`config.mk`:
```
export PLATFORM = sky130hd
export DESIGN_NAME = scemi_in_msg_buffer_flat
export DESIGN_NICKNAME = d
export VERILOG_FILES = /design/src/rtl/scemi_in_msg_buffer_if.sv /design/src/rtl/scemi_in_msg_buffer.sv /design/src/flat_wrapper.sv
export SDC_FILE = /design/constraint.sdc
export NUM_CORES = 1
export LEC_CHECK = 0
export ABC_AREA = 1
export BUFFER_PORTS_ARGS = -buffer_cell sky130_fd_sc_hd__buf_2
export CAP_MARGIN = 25
export CORE_MARGIN = 2
export CORE_UTILIZATION = 45
export CTS_CLUSTER_DIAMETER = 60
export DETAILED_ROUTE_END_ITERATION = 10
export GPL_TIMING_DRIVEN = 0
export HOLD_SLACK_MARGIN = 0.03
export PLACE_DENSITY = 0.69
export SYNTH_ARGS = -nofsm -noshare
export SYNTH_HDL_FRONTEND = slang
export SYNTH_SLANG_ARGS = --single-unit
```
`constraint.sdc`:
```
create_clock -name clk -period 3.5 [get_ports clk]
set_input_delay 0.175 -clock clk [delete_from_list [all_inputs] [get_ports clk]]
set_output_delay 0.175 -clock clk [all_outputs]
set_load 0.01 [all_outputs]
```
`src/rtl/scemi_in_msg_buffer_if.sv`:
```
// Valid/ready message channel used on both sides of scemi_in_msg_buffer.
// master drives valid/data, slave drives ready.
interface scemi_in_msg_buffer_if #(
   parameter int PORT_WIDTH = 32
) ();
   logic                  valid;
   logic                  ready;
   logic [PORT_WIDTH-1:0] data;

   modport master (output valid, output data, input ready);
   modport slave  (input valid, input data, output ready);
endinterface

```
`src/rtl/scemi_in_msg_buffer.sv`:
```
// Receive-side buffer behind a SceMiMessageInPort: FWFT FIFO, message counter, done after MSG_LIMIT pops.
// Optional consumer-stall watchdog enabled by SCEMI_IN_MSG_BUFFER_STALL_CHECK_EN.
module scemi_in_msg_buffer #(
   parameter int PORT_WIDTH  = 32,
   parameter int DEPTH       = 4,
   parameter int CNT_WIDTH   = 16,
   parameter int MSG_LIMIT   = 10
`ifdef SCEMI_IN_MSG_BUFFER_STALL_CHECK_EN
   , parameter int STALL_LIMIT = 1000
`endif
) (
   input  logic                       clk,
   input  logic                       rst_n,
   scemi_in_msg_buffer_if.slave       msg,
   scemi_in_msg_buffer_if.master      out,
   output logic [$clog2(DEPTH):0]     level,
   output logic [CNT_WIDTH-1:0]       rx_count,
   output logic                       done
`ifdef SCEMI_IN_MSG_BUFFER_STALL_CHECK_EN
   , output logic                     stall_err
`endif
);
   localparam int PW = $clog2(DEPTH);
   localparam int LW = PW + 1;
   localparam int CW = (MSG_LIMIT < 2) ? 1 : $clog2(MSG_LIMIT + 1);
   localparam logic [LW-1:0] FULL_LVL  = LW'(DEPTH);
   localparam logic [CW-1:0] POP_LIM   = CW'(MSG_LIMIT);
   localparam bit            LIMIT_EN  = (MSG_LIMIT != 0);

   logic [PORT_WIDTH-1:0] mem_q [DEPTH];
   logic [PW-1:0]         wr_ptr_q, wr_ptr_d;
   logic [PW-1:0]         rd_ptr_q, rd_ptr_d;
   logic [LW-1:0]         level_q, level_d;
   logic [CNT_WIDTH-1:0]  rx_count_q, rx_count_d;
   logic [CW-1:0]         pop_cnt_q, pop_cnt_d;
   logic                  done_q, done_d;
   logic                  run_q, run_d;
   logic                  msg_ready_w, out_valid_w, push, pop;

   // run_q keeps msg_ready low throughout reset and sets on the first edge after release.
   assign msg_ready_w = run_q && (level_q != FULL_LVL) && !done_q;
   assign out_valid_w = (level_q != '0);
   assign push        = msg.valid && msg_ready_w;
   assign pop         = out_valid_w && out.ready;

   assign msg.ready = msg_ready_w;
   assign out.valid = out_valid_w;
   assign out.data  = mem_q[rd_ptr_q];
   assign level     = level_q;
   assign rx_count  = rx_count_q;
   assign done      = done_q;

   always_comb begin
      run_d      = 1'b1;
      wr_ptr_d   = wr_ptr_q;
      rd_ptr_d   = rd_ptr_q;
      level_d    = level_q;
      rx_count_d = rx_count_q;
      pop_cnt_d  = pop_cnt_q;
      done_d     = done_q;
      if (push) begin
         wr_ptr_d   = wr_ptr_q + PW'(1);
         rx_count_d = rx_count_q + CNT_WIDTH'(1);
      end
      if (pop) rd_ptr_d = rd_ptr_q + PW'(1);
      case ({push, pop})
         2'b10:   level_d = level_q + LW'(1);
         2'b01:   level_d = level_q - LW'(1);
         default: level_d = level_q;
      endcase
      // Pop counter saturates at the limit; done is sticky until reset.
      if (LIMIT_EN && pop && (pop_cnt_q != POP_LIM)) begin
         pop_cnt_d = pop_cnt_q + CW'(1);
         if (pop_cnt_d == POP_LIM) done_d = 1'b1;
      end
   end

   always_ff @(posedge clk or negedge rst_n) begin
      if (!rst_n) begin
         run_q      <= 1'b0;
         wr_ptr_q   <= '0;
         rd_ptr_q   <= '0;
         level_q    <= '0;
         rx_count_q <= '0;
         pop_cnt_q  <= '0;
         done_q     <= 1'b0;
      end else begin
         run_q      <= run_d;
         wr_ptr_q   <= wr_ptr_d;
         rd_ptr_q   <= rd_ptr_d;
         level_q    <= level_d;
         rx_count_q <= rx_count_d;
         pop_cnt_q  <= pop_cnt_d;
         done_q     <= done_d;
      end
   end

   // Storage is not reset; only pointers and level define what is valid.
   always_ff @(posedge clk) begin
      if (push) mem_q[wr_ptr_q] <= msg.data;
   end

`ifdef SCEMI_IN_MSG_BUFFER_STALL_CHECK_EN
   localparam logic [31:0] STALL_LIM = 32'(STALL_LIMIT);
   logic [31:0] stall_cnt_q, stall_cnt_d;
   logic        stall_err_q, stall_err_d;

   always_comb begin
      stall_cnt_d = stall_cnt_q;
      if (!out_valid_w || pop)           stall_cnt_d = '0;
      else if (stall_cnt_q != STALL_LIM) stall_cnt_d = stall_cnt_q + 32'd1;
      stall_err_d = stall_err_q || (stall_cnt_d == STALL_LIM);
   end

   always_ff @(posedge clk or negedge rst_n) begin
      if (!rst_n) begin
         stall_cnt_q <= '0;
         stall_err_q <= 1'b0;
      end else begin
         stall_cnt_q <= stall_cnt_d;
         stall_err_q <= stall_err_d;
         if (stall_err_d && !stall_err_q) $display("scemi_in_msg_buffer: consumer stall");
      end
   end

   assign stall_err = stall_err_q;
`endif
endmodule
```
`src/flat_wrapper.sv`:
```
// flat-port wrapper written by rule: the top's interface ports become plain ports
module scemi_in_msg_buffer_flat 
#(
   parameter int PORT_WIDTH  = 32,
   parameter int DEPTH       = 4,
   parameter int CNT_WIDTH   = 16,
   parameter int MSG_LIMIT   = 10

)
  (clk, rst_n, level, rx_count, done, msg_valid, msg_data, msg_ready, out_valid, out_data, out_ready);
  scemi_in_msg_buffer_if #(.PORT_WIDTH(PORT_WIDTH)) msg_i ();
  scemi_in_msg_buffer_if #(.PORT_WIDTH(PORT_WIDTH)) out_i ();
  input  logic clk;
  input  logic rst_n;
  output logic [$clog2(DEPTH):0] level;
  output logic [CNT_WIDTH-1:0] rx_count;
  output logic done;
  input wire logic [$bits(msg_i.valid)-1:0] msg_valid;
  input wire logic [$bits(msg_i.data)-1:0] msg_data;
  output wire logic [$bits(msg_i.ready)-1:0] msg_ready;
  output wire logic [$bits(out_i.valid)-1:0] out_valid;
  output wire logic [$bits(out_i.data)-1:0] out_data;
  input wire logic [$bits(out_i.ready)-1:0] out_ready;
  assign msg_i.valid = msg_valid;
  assign msg_i.data = msg_data;
  assign msg_ready = msg_i.ready;
  assign out_valid = out_i.valid;
  assign out_data = out_i.data;
  assign out_i.ready = out_ready;
  scemi_in_msg_buffer #(.PORT_WIDTH(PORT_WIDTH), .DEPTH(DEPTH), .CNT_WIDTH(CNT_WIDTH), .MSG_LIMIT(MSG_LIMIT)) u_core (.clk(clk), .rst_n(rst_n), .msg(msg_i), .out(out_i), .level(level), .rx_count(rx_count), .done(done));
endmodule
```
==> run_results.csv <==
group,metric,value,unit
run_status,outcome,"finished clean",
power,p_sw,1.77,mW
die,pin_count,90,
cells_and_area,nets,701,
power,swShare,31.7,%
die,dieWidth,123,microns
logic_synthesis,synth_fa_ha_area_share,2.08,%
timing,finClkSkew,0.0101,ns
timing,period_share,63.8,%
power,p_leak,3.10,nW
logic_synthesis,synth.distinct_cells,29,
logic_synthesis,synth_seq_cells,157,
global_route,grt.overflow.total,0,
logic_synthesis,synth_xor_area_share,1.38,%
critical_path,worstSetupPathType,"reg2reg",
cells_and_area,fill_cells,1115,
critical_path,r2r_cells,10,
placed_design,place.gp.congestion,0.795,
logic_synthesis,syn_inst,510,
detailed_routing,vias_per_cell,5.14,
detailed_routing,totalWireLength,13800,microns
placed_design,dp_hpwl,8760,microns
global_route,grt_first_pass_wirelength,21500,microns
timing,whs,0.153,ns
cells_and_area,n_antenna_cell,0,
die,row_count,43,
detailed_routing,drtPass1Iterations,5,
placed_design,port_buffers,89,
cts,ctsHoldBuffers,33,
detailed_routing,drtIter0Drc,347,
power,power,5.59,mW
logic_synthesis,ys_warn_count,0,
placed_design,dpl_cell_area,7180,sq um
timing,hold_violations,0,
cells_and_area,final_area,8090,sq um
critical_path,rr_startpoint,"u_core.level[1]$_DFFE_PN0P_",
critical_path,r2r_slack,1.27,ns
critical_path,crit_required,3.79,ns
min_path,worstHoldPathType,"in2reg",
critical_path,crit_arrival,2.52,ns
timing,setup_viol,0,
timing,rsz0062_at_grt,"no",
critical_path,worstPathMaxFanout,10,
power,power.density,691,nW/um^2
logic_synthesis,synth_compound_area_share,9.12,%
cts,post_cts_resized,0,
cts,htreeDepth,4,
placed_design,dp_cells,783,
critical_path,cp-start-kind,"flop",
logic_synthesis,synth_fp_nets,556,
global_route,grt_use_total,19.2,%
critical_path,critPathCaptureType,"flop",
global_route,antenna_found_initial,0,
critical_path,endpoint,"u_core.level[2]$_DFFE_PN0P_",
cells_and_area,drive_gt1_share,22.2,%
cts,clk_pin_slew,0.06,ns
cts,clockBufferDepth,2,
placed_design,place_ws,1.27,ns
cts,cts_tree,"done",
logic_synthesis,netlist_area,6360,sq um
critical_path,rr_endpoint,"u_core.level[2]$_DFFE_PN0P_",
logic_synthesis,synth_top_area_cell,"edfxtp_1",
die,start_util,46.0,%
logic_synthesis,yosysTopAreaCellShare,60.4,%
power,vdd_drop_max,318,uV
logic_synthesis,synthMuxAreaShare,0,%
detailed_routing,drc_errors,0,
power,power_frac_clock,32.2,%
critical_path,cp-startpoint,"u_core.level[1]$_DFFE_PN0P_",
job,drv_cap,0,
power,seq_power_share,38.3,%
power,power.internal,3.81,mW
logic_synthesis,yosysSeqAreaShare,71.8,%
logic_synthesis,synth_top_family_by_area,"simple AND/OR/NAND/NOR gates",
timing,finalCriticalPeriod,2.23,ns
die,die_area,15100,sq um
die,fp.dieH,123,microns
logic_synthesis,synth_area_per_cell,12.5,sq um
detailed_routing,via_count,4362,
timing,fmax,448,MHz
die,core_region_area,13800,sq um
timing,drv_slew,0,
logic_synthesis,synth.area.top_cells,"edfxtp_1 60%, dfrtp_1 11%, o21ai_0 5.3%",
detailed_routing,wl_per_cell,16.3,microns
logic_synthesis,yosys.area_share.simple,11.4,%
cts,postCtsSetupBuffers,0,
cts,clock_sinks,157,
timing,fin_ws,1.27,ns
power,combPwrFrac,29.5,%
cts,cts-root-buf,"clkbuf_16",
cells_and_area,syn2layout_area_growth,27.1,%
timing,tightest_slew,0.698,ns
global_route,grt_pass1_vias,4445,
cts,insertion_delay,0.42,ns
detailed_routing,postRouteAntennaNets,0,
cells_and_area,finalNonFillerCells,848,
cts,cts_buffers,17,
timing,slew_headroom,53.4,%
global_route,grt_max_degree,30,
[cells in the mapped netlist, drive strengths merged]
cell    instances
edfxtp        128
nor2           85
o21ai          75
nand2          63
inv            34
o22ai          32
dfrtp          29
nand3          14
buf            11
clkbuf         10
ha              9
xor2            6
xnor2           4
nand4           3
nand3b          2
a21oi           1
clkinv          1
conb            1
fa              1
nor3            1
[state kept, by name (all words and copies together) (netlist names)]
register and cells:
u_core.mem_q 128, u_core.rx_count 16, u_core.pop_cnt_q 4, u_core.level 3
u_core.rd_ptr_q 2, u_core.wr_ptr_q 2, u_core.done 1, u_core.run_q 1
[cell usage in the layout (no fill, tap or decap), drive strengths merged]
cell type      n
edfxtp       128
buf          104
nor2          85
o21ai         75
nand2         63
clkbuf        36
inv           34
dlygate4sd3   33
o22ai         32
dfrtp         29
nand3         14
ha             9
xor2           6
xnor2          4
nand4          3
clkinv         3
nand3b         2
clkinvlp       2
bufinv         2
a21oi          1
nor3           1
fa             1
conb           1
[how the worst min path moves through the flow]
stage               startpoint                         endpoint  cells past startpoint
finish               out_ready  u_core.pop_cnt_q[2]$_DFFE_PN0P_                      4
global route         out_ready  u_core.pop_cnt_q[2]$_DFFE_PN0P_                      4
CTS                  out_ready  u_core.pop_cnt_q[2]$_DFFE_PN0P_                      4
detailed placement       rst_n  u_core.rx_count[15]$_DFFE_PN0P_                      1
global placement         rst_n  u_core.rx_count[11]$_DFFE_PN0P_                      1
floorplan                rst_n          u_core.done$_DFFE_PN0P_                      0
[critical path: stages (launching register included)]
cell and delay [ns]:
dfrtp_1 0.41, nor2_1 0.17, nand2_2 0.10, nand3_4 0.17
buf_6 0.21, ha_1 0.16, inv_1 0.07, fa_1 0.39
a21oi_1 0.15, o21ai_0 0.12, xor2_1 0.16
[metal layers]
metal / GRT usage (%) / share of wire [%]
met1: 23.2 / 42
met2: 32.1 / 50
met3: 5.54 / 6.6
met4: 7.90 / 1.1
met5: 0 / 0
[logic make-up (layout without fill, tap and decap cells)]
group	count (synthesis)	after routing
AND/OR/NAND/NOR	168	168
flip-flops	157	157
AO/OA/AOI/OAI	108	108
buffers and inverters	56	214
adder cells (fa/ha/maj)	10	10
XOR/XNOR	10	10
other	1	1
[layout make-up]
| class | count | area, sq um | share of cell area, % |
|---|---|---|---|
| Clock buffer | 26 | 499 | 6.17 |
| Clock inverter | 6 | 85.1 | 1.05 |
| Inverter | 35 | 131 | 1.62 |
| Multi-Input combinational cell | 297 | 1560 | 19.3 |
| Buffer | 21 | 135 | 1.67 |
| Timing Repair Buffer | 126 | 886 | 10.9 |
| Sequential cell | 157 | 4570 | 56.5 |
| Tap cell | 180 | 225 | 2.78 |
[power groups by stage]
stage | combinational [mW] | sequential [mW] | clock [mW]
finish | 1.65 | 2.14 | 1.80
global route | 1.83 | 2.15 | 1.90
CTS | 1.67 | 2.14 | 1.82
detailed placement | 1.63 | 2.18 | 0
global placement | 1.59 | 2.17 | 0
floorplan | 0.986 | 2.17 | 0
[metrics by stage]
stage	util, %	setup TNS (ns)
6_report	58.5	0
2_1_floorplan	-	0
3_5_place_dp	51.9	0
3_3_place_gp	50.9	-45.15
4_1_cts	58.5	0
5_1_grt	58.5	0
Note: power is estimated with default switching activity, not from simulation.
